==> src/rtl/router_rd_ctrl.sv <==
// ---------------------------------------------------------------------------
// router_rd_ctrl
//
// Destination-side read controller for one router output port. It pops a
// packet (header byte, payload bytes, parity byte) out of the port FIFO,
// streams the payload to a downstream sink and checks the packet parity.
// A soft_reset from the synchronizer drops the packet in progress.
//
// Optional feature:
//   ROUTER_RD_WDOG_EN  when defined, adds a stall watchdog that raises
//                      stall_warn when the FIFO has data but nothing has
//                      been read for WAIT_CYC-1 consecutive cycles.
//                      When undefined, stall_warn is tied low.
//
// Parameters:
//   DATA_W    FIFO / packet byte width
//   WAIT_CYC  synchronizer soft-reset window (watchdog threshold source)
//
// Ports:
//   clk          in   system clock, rising edge
//   rst          in   asynchronous active-high reset
//   vld_out      in   port FIFO non-empty
//   soft_reset   in   port soft reset from the synchronizer
//   data_in      in   FIFO dout, valid the cycle after rd_en
//   sink_ready   in   downstream can take a byte this cycle
//   rd_en        out  FIFO read enable (combinational)
//   pkt_data     out  payload byte
//   pkt_data_vld out  one-cycle strobe per payload byte
//   pkt_start    out  one-cycle pulse when the header is accepted
//   addr_out     out  header[1:0], held until the next header
//   len_out      out  header[7:2] payload length, held until the next header
//   pkt_done     out  one-cycle pulse when the parity byte is consumed
//   parity_err   out  valid with pkt_done: computed parity != received parity
//   pkt_abort    out  one-cycle pulse when soft_reset drops a packet
//   stall_warn   out  watchdog warning level
// ---------------------------------------------------------------------------
module router_rd_ctrl #(
  parameter int DATA_W   = 8,
  parameter int WAIT_CYC = 30
) (
  input  logic              clk,
  input  logic              rst,
  input  logic              vld_out,
  input  logic              soft_reset,
  input  logic [DATA_W-1:0] data_in,
  input  logic              sink_ready,
  output logic              rd_en,
  output logic [DATA_W-1:0] pkt_data,
  output logic              pkt_data_vld,
  output logic              pkt_start,
  output logic [1:0]        addr_out,
  output logic [5:0]        len_out,
  output logic              pkt_done,
  output logic              parity_err,
  output logic              pkt_abort,
  output logic              stall_warn
);

  typedef enum logic [1:0] {
    IDLE = 2'd0,
    HDR  = 2'd1,
    BODY = 2'd2
  } state_t;

  state_t            state;
  logic [6:0]        issued;
  logic [6:0]        rcvd;
  logic              rd_pend;
  logic [DATA_W-1:0] parity_acc;
  logic              rd_allowed;
  logic [6:0]        len_ext;
  logic [6:0]        reads_needed;

  // A packet body is len_out payload bytes followed by one parity byte, so
  // BODY needs len_out+1 reads in total. Widened to 7 bits so a length of
  // 63 gives 64 without wrapping.
  assign len_ext      = {1'b0, len_out};
  assign reads_needed = len_ext + 7'd1;

  // Per-state read permission. IDLE allows exactly one read (the header)
  // because the state moves on as soon as it is issued; HDR leaves a bubble
  // while the header is decoded; BODY reads until the whole body is issued.
  always_comb begin
    rd_allowed = 1'b0;
    case (state)
      IDLE:    rd_allowed = 1'b1;
      HDR:     rd_allowed = 1'b0;
      BODY:    rd_allowed = (issued < reads_needed);
      default: rd_allowed = 1'b0;
    endcase
  end

  // The FIFO read is issued combinationally so a byte can be requested every
  // cycle; soft_reset blocks any new read in every state.
  assign rd_en = vld_out & sink_ready & ~soft_reset & rd_allowed;

  // Main packet FSM. rd_pend tracks the one-cycle FIFO latency: data_in is
  // only meaningful in the cycle after a read. Bytes already in flight are
  // always consumed, even when sink_ready or vld_out drop. soft_reset in
  // HDR/BODY wins over any byte processing and discards the in-flight byte.
  always_ff @(posedge clk or posedge rst) begin
    if (rst) begin
      state        <= IDLE;
      issued       <= '0;
      rcvd         <= '0;
      rd_pend      <= 1'b0;
      parity_acc   <= '0;
      pkt_data     <= '0;
      pkt_data_vld <= 1'b0;
      pkt_start    <= 1'b0;
      addr_out     <= '0;
      len_out      <= '0;
      pkt_done     <= 1'b0;
      parity_err   <= 1'b0;
      pkt_abort    <= 1'b0;
    end else begin
      rd_pend      <= rd_en;
      pkt_data_vld <= 1'b0;
      pkt_start    <= 1'b0;
      pkt_done     <= 1'b0;
      parity_err   <= 1'b0;
      pkt_abort    <= 1'b0;

      case (state)
        IDLE: begin
          if (rd_en) begin
            state <= HDR;
          end
        end

        HDR: begin
          if (soft_reset) begin
            state     <= IDLE;
            pkt_abort <= 1'b1;
            issued    <= '0;
            rcvd      <= '0;
            rd_pend   <= 1'b0;
          end else begin
            addr_out   <= data_in[1:0];
            len_out    <= data_in[7:2];
            parity_acc <= data_in;
            issued     <= '0;
            rcvd       <= '0;
            pkt_start  <= 1'b1;
            state      <= BODY;
          end
        end

        BODY: begin
          if (soft_reset) begin
            state     <= IDLE;
            pkt_abort <= 1'b1;
            issued    <= '0;
            rcvd      <= '0;
            rd_pend   <= 1'b0;
          end else begin
            if (rd_en) begin
              issued <= issued + 7'd1;
            end
            if (rd_pend) begin
              if (rcvd < len_ext) begin
                pkt_data     <= data_in;
                pkt_data_vld <= 1'b1;
                parity_acc   <= parity_acc ^ data_in;
                rcvd         <= rcvd + 7'd1;
              end else begin
                pkt_done   <= 1'b1;
                parity_err <= (parity_acc != data_in);
                state      <= IDLE;
              end
            end
          end
        end

        default: state <= IDLE;
      endcase
    end
  end

`ifdef ROUTER_RD_WDOG_EN
  localparam logic [4:0] WARN_TH = 5'(WAIT_CYC - 1);

  logic [4:0] stall_cnt;

  // Stall watchdog: counts consecutive cycles where the FIFO holds data but
  // no read is issued. Any read, an empty FIFO or a soft reset restarts the
  // count; the counter saturates instead of wrapping so the warning holds.
  always_ff @(posedge clk or posedge rst) begin
    if (rst) begin
      stall_cnt <= '0;
    end else if (rd_en || !vld_out || soft_reset) begin
      stall_cnt <= '0;
    end else if (stall_cnt != 5'h1F) begin
      stall_cnt <= stall_cnt + 5'd1;
    end
  end

  assign stall_warn = (stall_cnt >= WARN_TH);
`else
  assign stall_warn = 1'b0;
`endif

endmodule

==> config.mk <==
export PLATFORM = sky130hd
export DESIGN_NAME = router_rd_ctrl
export DESIGN_NICKNAME = d
export VERILOG_FILES = /design/src/rtl/router_rd_ctrl.sv
export SDC_FILE = /design/constraint.sdc
export NUM_CORES = 1
export LEC_CHECK = 0
export CORE_ASPECT_RATIO = 1.25
export CORE_MARGIN = 4
export CORE_UTILIZATION = 55
export DETAILED_ROUTE_END_ITERATION = 6
export PLACE_DENSITY = 0.8
export SLEW_MARGIN = 15
export SYNTH_ARGS = -nofsm -noshare
export SYNTH_HDL_FRONTEND = slang
export SYNTH_SLANG_ARGS = --single-unit
export TNS_END_PERCENT = 20
==> constraint.sdc <==
create_clock -name clk -period 2.61 [get_ports clk]
set_input_delay 0.522 -clock clk [delete_from_list [all_inputs] [get_ports clk]]
set_output_delay 0.522 -clock clk [all_outputs]
set_load 0.005 [all_outputs]
# Word-level counts from Yosys, hierarchy flattened
# Index checks and enable logic that the tools add are counted.
# W data, S select, Z words.
# word_totals
reg_bits	46
inputBits	13
output_inout_bits	23
elab_cells	81
# op_classes
addsub	3
order_cmp	2
eq_ne	12
mux	37
bitwise	5
n_reduce_logical	9
# ops
operator	count
$mux W7	5
$mux W8	4
$pmux W7 S2	2
$mux W1	18
$pmux W8 S2	1
$add A7 B1 Y7 const B	2
$ne A3 B3 Y1 const B	4
$mux W2	5
$ne A2 B2 Y1 const B	5
$ne A8 B8 Y1	1
$xor A8 B8 Y8	1
$add A6 B1 Y7 const B	1
$lt A7 B6 Y1	1
$lt A7 B7 Y1	1
$pmux W2 S3	1
$reduce_and A3 Y1	2
$reduce_and A5 Y1	1
$reduce_and A2 Y1	2
$reduce_and A4 Y1	1
$and A1 B1 Y1	3
$eq A2 B1 Y1 const B	1
$eq A2 B2 Y1 const B	1
$logic_not A2 Y1	1
$pmux W1 S2	1
3 further kinds	3

# Logic depth before layout (Yosys ltp)
# Gate-level depths: netlist of the first run.
# logic_depth
depth_word	7
depth_mapped	10
depth_no_buf	10

# Least setup slack after synthesis of the first run
# OpenSTA, ideal clock, no wires.
# synth_path
path_type	reg-to-reg
from	register len_out[2]
to	register issued[5]
setup_time_ns	0.124
t_arrival_ns	2.206
required_time_ns	2.486
slack_ns	0.280
stages_incl_launch_ff	11
path_buffers	0
synth_period_minus_slack_ns	2.330
cell_sequence	dfrtp_1 inv_1 nor3_1 nand3_1 xnor2_1 ha_1 nand3b_1 a211oi_2 nor3_1 and4b_1 a211o_1
# synth_via
elab_chain_len	6
# synth_rtl
element	line_no	rtl
start: declaration	52	output logic [5:0] len_out,
start signal: assignment	140	len_out <= data_in[7:2];
$add A6 B1 Y7	78	assign reads_needed = len_ext + 7'd1;
$lt A7 B7 Y1	88	BODY: rd_allowed = (issued < reads_needed);
$pmux W1 S2	85	case (state)
$and A1 B1 Y1	95	assign rd_en = vld_out & sink_ready & ~soft_reset & rd_allowed;
$ne A3 B3 Y1 (no line)	n/a	
$reduce_and A2 Y1 (no line)	n/a	
end signal: assignment	158	issued <= issued + 7'd1;
end: declaration	66	logic [6:0] issued;
# No other way between the ends.
# A chain may end at the register's enable or synchronous reset.

# Worst setup path after layout of the first run
# layout_path
from	register len_out[3]
to	output rd_en
# layout_via
elab_chain_len	4
# layout_rtl
element	line_no	rtl
$add A6 B1 Y7	78	
$lt A7 B7 Y1	88	
$pmux W1 S2	85	
$and A1 B1 Y1	95	
end: declaration	47	output logic rd_en,
# No other way between the ends.

==> impl_results.md, run 1 <==
* Run status: complete, but fails checks
* Failing checks: setup timing
* Initial DRC Count at 95
* Antenna violations before repair at 0
* Power per unit of standard cell area at 914 mW/mm^2
* FILL cells at 367
* Met3 track demand over resource at 0.0481
* Met2 Use GR at 0.431
* Sw Ratio at 0.369
* Antenna violation net count after detailed routing at 0
* WL/cell at 16.5 um
* Final critical-path setup slack at -12.1 ps
* Number of search-and-repair iterations in the first detailed-routing pass at 5
* Clock tree from TritonCTS: done
* Layout Nets at 365
* Instance area at placement at 0.00324 sq mm
* Cell leakage power at 1.55 nW
* Share of synthesized area occupied by flip-flops and latches at 0.429
* Clock network fraction of total power at 0.176
* Async set or reset register ratio after synthesis at 1.00
* Slew margin rel. at 0.603
* Sink Count at 46
* Hold path startpoint: addr_out[0]
* Global route total overflow at 0
* Tightest Pin Transition at 595 ps
* Cells along the critical path: inv_2 -> nor3_2 -> nand3_1 -> xnor2_1 -> ha_1 -> nand3b_1 -> nor2_2 -> nor4_4 -> buf_2
* Worst clock skew at 5.07 ps
* Number of port buffers at 34
* Vias post-DR at 2329
* Hold Crit Class: flop to flop
* Routability congestion estimate at 0.863
* Syn Inst Count at 277
* Count of state elements after synthesis at 46
* Residual DRC count at 0
* Final min period at 2620 ps
* Internal power at 1.94 mW
* Number of buffers added by the clock tree synthesis step at 5
* Number of vias per cell at 5.90
* Post-route fraction of the period consumed by the critical path at 1.00
* Final number of max-transition violations at 0
* Number of setup violations in the final report at 1
* Start-to-end type of the worst setup path: flop to primary output
* Switch Pwr at 1.14 mW
* Fraction of met1 tracks used by global routing at 0.247
* CP peak stage delay at 370 ps
* Worst Path Arrival at 2100 ps
* Startpoint type of the worst setup path: flop
* Overall die width at 70.5 um
* Boundary Pins at 36
* Capturing element type of the critical path: primary output
* RR Startpoint: len_out[3]
* Highest-count cells in the layout ignoring fill and taps: sky130_fd_sc_hd__dfrtp_1 (46), sky130_fd_sc_hd__nand2_1 (43), sky130_fd_sc_hd__clkdlybuf4s50_1 (33)
* # hold bufs at CTS at 0
* RSZ-0062 raised after global routing: yes
* Post-Layout Inst Area at 0.00337 sq mm
* Count of inserted antenna diode cells at 0
* Hold violation count in the final report at 0
* Number of nets in the synthesized netlist at 307
* Total track usage at 0.232
* Library cell contributing the largest single delay on the critical path: sky130_fd_sc_hd__dfrtp_1
* Maximum number of pins on one net before global-route repair at 47
* Most Crowded Layer GR: met2
* Die H at 86.1 um
* Proportion of layout cells with a drive suffix above 1 at 0.161
* Primary FF master, synth: sky130_fd_sc_hd__dfrtp_1
* Maximum fanout count along the critical path at 2
* Cell area after technology mapping at 0.00268 sq mm
* Initial Utilization at 0.567
* Maximum vdd drop at 0.000640 V
* Latest clock arrival within the worst-skew pair at 300 ps
* Synth warn at 0
* Detailed-placement wirelength estimate at 4.91 mm
* Global-route wire length before repair at 11.1 mm
* CTS root buf: sky130_fd_sc_hd__clkbuf_8
* Layout area overhead at 25.5%
* Total Die Area at 0.00607 sq mm
* Clock transition time at the flip-flop clock pins of the worst setup and hold paths at 80 ps
* Core Box Area at 0.00473 sq mm
* Mean cell area of the mapped netlist at 9.69 sq um
* Most frequent standard cell in the layout excluding fill and tap cells: sky130_fd_sc_hd__dfrtp_1
* Vias in the first global route at 2441
* Achievable frequency at 0.381 GHz
* Post-synth cell types at 54
* Comb pwr share at 0.484
* Buffer depth of the longest clock path at 2
* Total power after layout at 3.08 mW
* Site row count at 28
* Power share of the sequential group at 0.340
* Crit path from: len_out[3]
* Max cap viols at 0
* Worst Path Required at 2090 ps
* Setup TNS Final at -12.1 ps
* Wirelength, routed at 6.53 mm
* EDFF count, synth at 0
* H-tree lvl count at 2
-- worst paths after layout --
| path | endpoint | slack (ps) | depth (start not counted) |
|---|---|---|---|
| max | rd_en | -10 | 9 |
| min | addr_out[0] | 480 | 2 |
| max reg2reg | issued[5] | 140 | 12 |
| min reg2reg | addr_out[0] | 480 | 2 |
| max in group asynchronous | pkt_data[1] | 1510 | 3 |
| min in group asynchronous | issued[0] | 690 | 3 |
-- worst max-delay path: cells and delay by family, from the launching register on --
kind	cells	cell delay, ps
simple gates	5	750
flops	1	370
fa+ha+maj	1	270
buf+inv	2	210
xor+xnor	1	210
-- cells in the mapped netlist, drive strengths merged (2+ instances only) --
library cell   n  area share
a211o          2      0.0065
a211oi         7       0.028
a21oi         11       0.021
a31oi          2      0.0047
and3           5       0.012
and4           2      0.0065
and4b          2      0.0075
buf            5       0.014
clkbuf         4      0.0056
dfrtp         46        0.43
ha            17       0.079
inv           18       0.025
mux2           8       0.034
mux2i          2      0.0075
nand2         43       0.060
nand2b         3      0.0070
nand3         14       0.026
nand3b         2      0.0056
nor2          10       0.015
nor3           5      0.0093
nor4           4       0.015
o211ai        16       0.047
o21ai         10       0.019
or2            2      0.0047
or3            5       0.012
or4            3      0.0084
xnor2          4       0.013
xor2           8       0.026
-- kinds of logic after synthesis --
| kind of cell | Yosys count | synth area share |
|---|---|---|
| flops | 46 | 0.429 |
| mux | 10 | 0.0410 |
| simple gates | 104 | 0.199 |
| compound gates | 60 | 0.167 |
| other cells | 1 | 0.00140 |
| buf+inv | 27 | 0.0443 |
| xor+xnor | 12 | 0.0392 |
| fa+ha+maj | 17 | 0.0793 |
-- timing repair --
action,in CTS,in global routing
resized for setup,7,1
endpoints found under the setup margin,1,2
pin swaps,8,1
setup buffers,1,0
-- area by class of cell --
type / count / area (sq um) / area share
clock buffers: 6 / 82.6 / 0.0245
clock inverters: 1 / 30.0 / 0.00892
multi-input cells: 204 / 1430 / 0.425
inverters: 18 / 67.6 / 0.0201
flip-flops and latches: 46 / 1150 / 0.342
well taps: 60 / 75.1 / 0.0223
repair buffers: 60 / 531 / 0.158
-- through the flow --
step	hold slack, ps	instances	utilization	worst slack, ps
floorplan	455	277	-	280
global placement	460	387	0.684	-132
detailed placement	471	387	0.684	-186
CTS	490	395	0.710	-16.4
global route	526	395	0.712	-101
finish	485	395	0.712	-12.1
-- state kept, by name (all words and copies together), names as in the netlist, 2 cells and up --
name        flops
rcvd            7
pkt_data        8
parity_acc      8
len_out         6
addr_out        2
state           2
issued          7
-- per-layer routing --
layer | wire (um) | vias up
li1 | - | 1111
met5 | 0 | -
met3 | 215 | 23
met4 | 202 | 0
met2 | 3550 | 57
met1 | 2560 | 1138
-- power by group through the flow --
stage	Clock [mW]	Combinational (mW)	Sequential (mW)
final	0.541	1.49	1.05
after CTS	0.554	1.49	1.05
after floorplan	0	0.789	1.07
after global placement	0	1.41	1.05
after detailed placement	0	1.46	1.06
after global routing	0.586	1.65	1.07
Note: power is estimated with default switching activity, not from simulation.
==> run 2: changes to the inputs <==
==> constraint.sdc (replaced) <==
create_clock -name clk -period 2.61 [get_ports clk]
set_input_delay 0.3915 -clock clk [delete_from_list [all_inputs] [get_ports clk]]
set_output_delay 0.3915 -clock clk [all_outputs]
set_load 0.005 [all_outputs]
==> run 2 against run 1 <==
The run now ends clean. Clock skew rose by 0.84 ps. Die area did not move. Sequential share of layout area rose by 0.28 points. Count of clock-buffer cells in the layout rose by 1. Critical path type unchanged. Highest routed layer unchanged.
==> impl_results.md, run 2 (synthesis results as in run 1) <==
* Power share of the sequential group at 0.356 (+0.016)
* Global route total overflow at 0 (unchanged)
* Capturing element type of the critical path: primary output
* RR Startpoint: len_out[4]
* Total track usage at 0.223 (-0.00846)
* Wirelength, routed at 6.37 mm (-2.4%)
* Die H at 86.1 um (unchanged)
* Vias in the first global route at 2345 (-3.9%)
* Internal power at 1.83 mW (-5.8%)
* Number of port buffers at 34 (unchanged)
* Register-to-Register Setup Slack at 80 ps (-60 ps)
* Hold violation count in the final report at 0 (unchanged)
* CP peak stage delay at 370 ps (about the same)
* Sw Ratio at 0.382 (+0.0127)
* Worst Path Arrival at 2150 ps (+50 ps)
* Final number of max-transition violations at 0 (unchanged)
* Clock transition time at the flip-flop clock pins of the worst setup and hold paths at 80 ps (about the same)
* Post-Layout Inst Area at 0.00334 sq mm (-0.82%)
* Final min period at 2540 ps (-84.0 ps)
* Comb pwr share at 0.504 (+0.020)
* Max layer used: met4
* Vias post-DR at 2308 (-0.90%)
* Achievable frequency at 0.394 GHz (+3.3%)
* Number of vias per cell at 5.87 (-0.40%)
* Met3 WL post-DR at 300 um (+40%)
* H-tree lvl count at 2 (unchanged)
* Clock tree from TritonCTS: done
* Switch Pwr at 1.13 mW (-0.56%)
* Met2 WL post-DR at 3.41 mm (-3.7%)
* Hold Crit Class: input pin to asynchronous set/reset pin
* CTS root buf: sky130_fd_sc_hd__clkbuf_8
* Buffer depth of the longest clock path at 2 (unchanged)
* Count of inserted antenna diode cells at 0 (unchanged)
* Run status: complete, no violations
* Global-route wire length before repair at 10.8 mm (-2.6%)
* Regs by FF count: parity_acc x8, pkt_data x8
* Power per unit of standard cell area at 886 mW/mm^2 (-3.1%)
* Layout area overhead at 24.4%
* Maximum vdd drop at 0.000656 V (+2.4%)
* Post-route fraction of the period consumed by the critical path at 0.972 (-0.0322)
* FILL cells at 376 (+2.5%)
* WL/cell at 16.2 um (-1.9%)
* Total Die Area at 0.00607 sq mm (unchanged)
* Residual DRC count at 0 (unchanged)
* Routability congestion estimate at 0.820 (-5.1%)
* RSZ-0062 raised after global routing: yes
* Initial Utilization at 0.567 (unchanged)
* Worst reg2reg path depth at 12 (unchanged)
* Number of buffers added by the clock tree synthesis step at 5 (unchanged)
* Count of buffer and inverter cells on the critical path at 2 (unchanged)
* Worst Path Required at 2220 ps (+130 ps)
* Slew margin rel. at 0.668 (+0.0644)
* Routed length on met1 at 2.55 mm (-0.35%)
* Worst clock skew at 5.92 ps (+0.845 ps)
* Highest-count cells in the layout ignoring fill and taps: sky130_fd_sc_hd__dfrtp_1 (46), sky130_fd_sc_hd__nand2_1 (43), sky130_fd_sc_hd__clkdlybuf4s50_1 (33)
* Maximum number of pins on one net before global-route repair at 25 (-47%)
* Number of setup violations in the final report at 0 (-1)
* Latest clock arrival within the worst-skew pair at 300 ps (about the same)
* Cells along the critical path: inv_2 -> nor3_4 -> nand3_2 -> xnor2_1 -> ha_1 -> nand3b_1 -> nor2_4 -> nor4_4 -> buf_2
* Sink Count at 46 (unchanged)
* Library cell contributing the largest single delay on the critical path: sky130_fd_sc_hd__dfrtp_1
* Most frequent standard cell in the layout excluding fill and tap cells: sky130_fd_sc_hd__dfrtp_1
* Boundary Pins at 36 (unchanged)
* Clock network fraction of total power at 0.139 (-0.037)
* Layout Nets at 363 (-0.55%)
* Category of cells accounting for the largest share of critical-path delay: simple AND/OR/NAND/NOR gates
* Antenna violations before repair at 0 (unchanged)
* Setup TNS Final at 0 ps (+12.1 ps)
* Max cap viols at 0 (unchanged)
* Antenna violation net count after detailed routing at 0 (unchanged)
* Core Box Area at 0.00473 sq mm (unchanged)
* Startpoint type of the worst setup path: flop
* Number of search-and-repair iterations in the first detailed-routing pass at 4 (-1)
* Tightest Pin Transition at 498 ps (-97.3 ps)
* Worst R2R End: issued[5]
* Overall die width at 70.5 um (unchanged)
* Start-to-end type of the worst setup path: flop to primary output
* Initial DRC Count at 112 (+18%)
* Maximum fanout count along the critical path at 2 (unchanged)
* # hold bufs at CTS at 0 (unchanged)
* Worst hold slack at 431 ps (-54.3 ps)
* Site row count at 28 (unchanged)
* Proportion of layout cells with a drive suffix above 1 at 0.159 (-0.00203)
* Detailed-placement wirelength estimate at 4.98 mm (+1.3%)
* Instance area at placement at 0.00322 sq mm (-0.54%)
* Cell leakage power at 1.52 nW (-2.2%)
run 2: how the worst max path moves through the flow:
stage	depth (start not counted)	to	from
after detailed placement	9	rd_en	len_out[4]
after global routing	9	rd_en	len_out[4]
final	9	rd_en	len_out[4]
after global placement	9	rd_en	len_out[4]
after floorplan	10	issued[5]	len_out[2]
after CTS	9	rd_en	len_out[3]
run 2: layout make-up:
| type | instances | area [sq um] | area share |
|---|---|---|---|
| multi-input combinational | 204 | 1440 | 0.432 |
| sequential | 46 | 1150 | 0.345 |
| timing repair buffer | 58 | 528 | 0.158 |
| clock buffer | 7 | 76.3 | 0.0229 |
| tap | 60 | 75.1 | 0.0225 |
| inverter | 18 | 67.6 | 0.0202 |
run 2: routing by layer:
layer / vias to the layer above / GRT usage
met1: 1142 / 0.262
met2: 58 / 0.411
met4: 0 / 0.0662
met5: - / 0
li1: 1100 / -
met3: 8 / 0.0399
run 2: what timing repair did:
action	in CTS	in global routing
endpoints found under the setup margin	4	2
setup buffers	0	3
resized for setup	5	8
pin swaps	5	6
run 2: power by group through the flow:
stage               Sequential (mW)  Combinational, mW  Clock [mW]
CTS                            1.05               1.47       0.420
detailed placement             1.06               1.45           0
global placement               1.05               1.42           0
finish                         1.05               1.49       0.412
floorplan                      1.07              0.789           0
global route                   1.08               1.65       0.458
run 2: per-stage QoR:
step	total power [mW]	util	setup WS (ps)	cells
global placement	2.47	0.680	14.0	383
finish	2.96	0.706	71.9	393
global route	3.19	0.706	-82.7	393
detailed placement	2.52	0.680	-145	383
floorplan	1.86	-	280	277
CTS	2.94	0.697	59.3	390
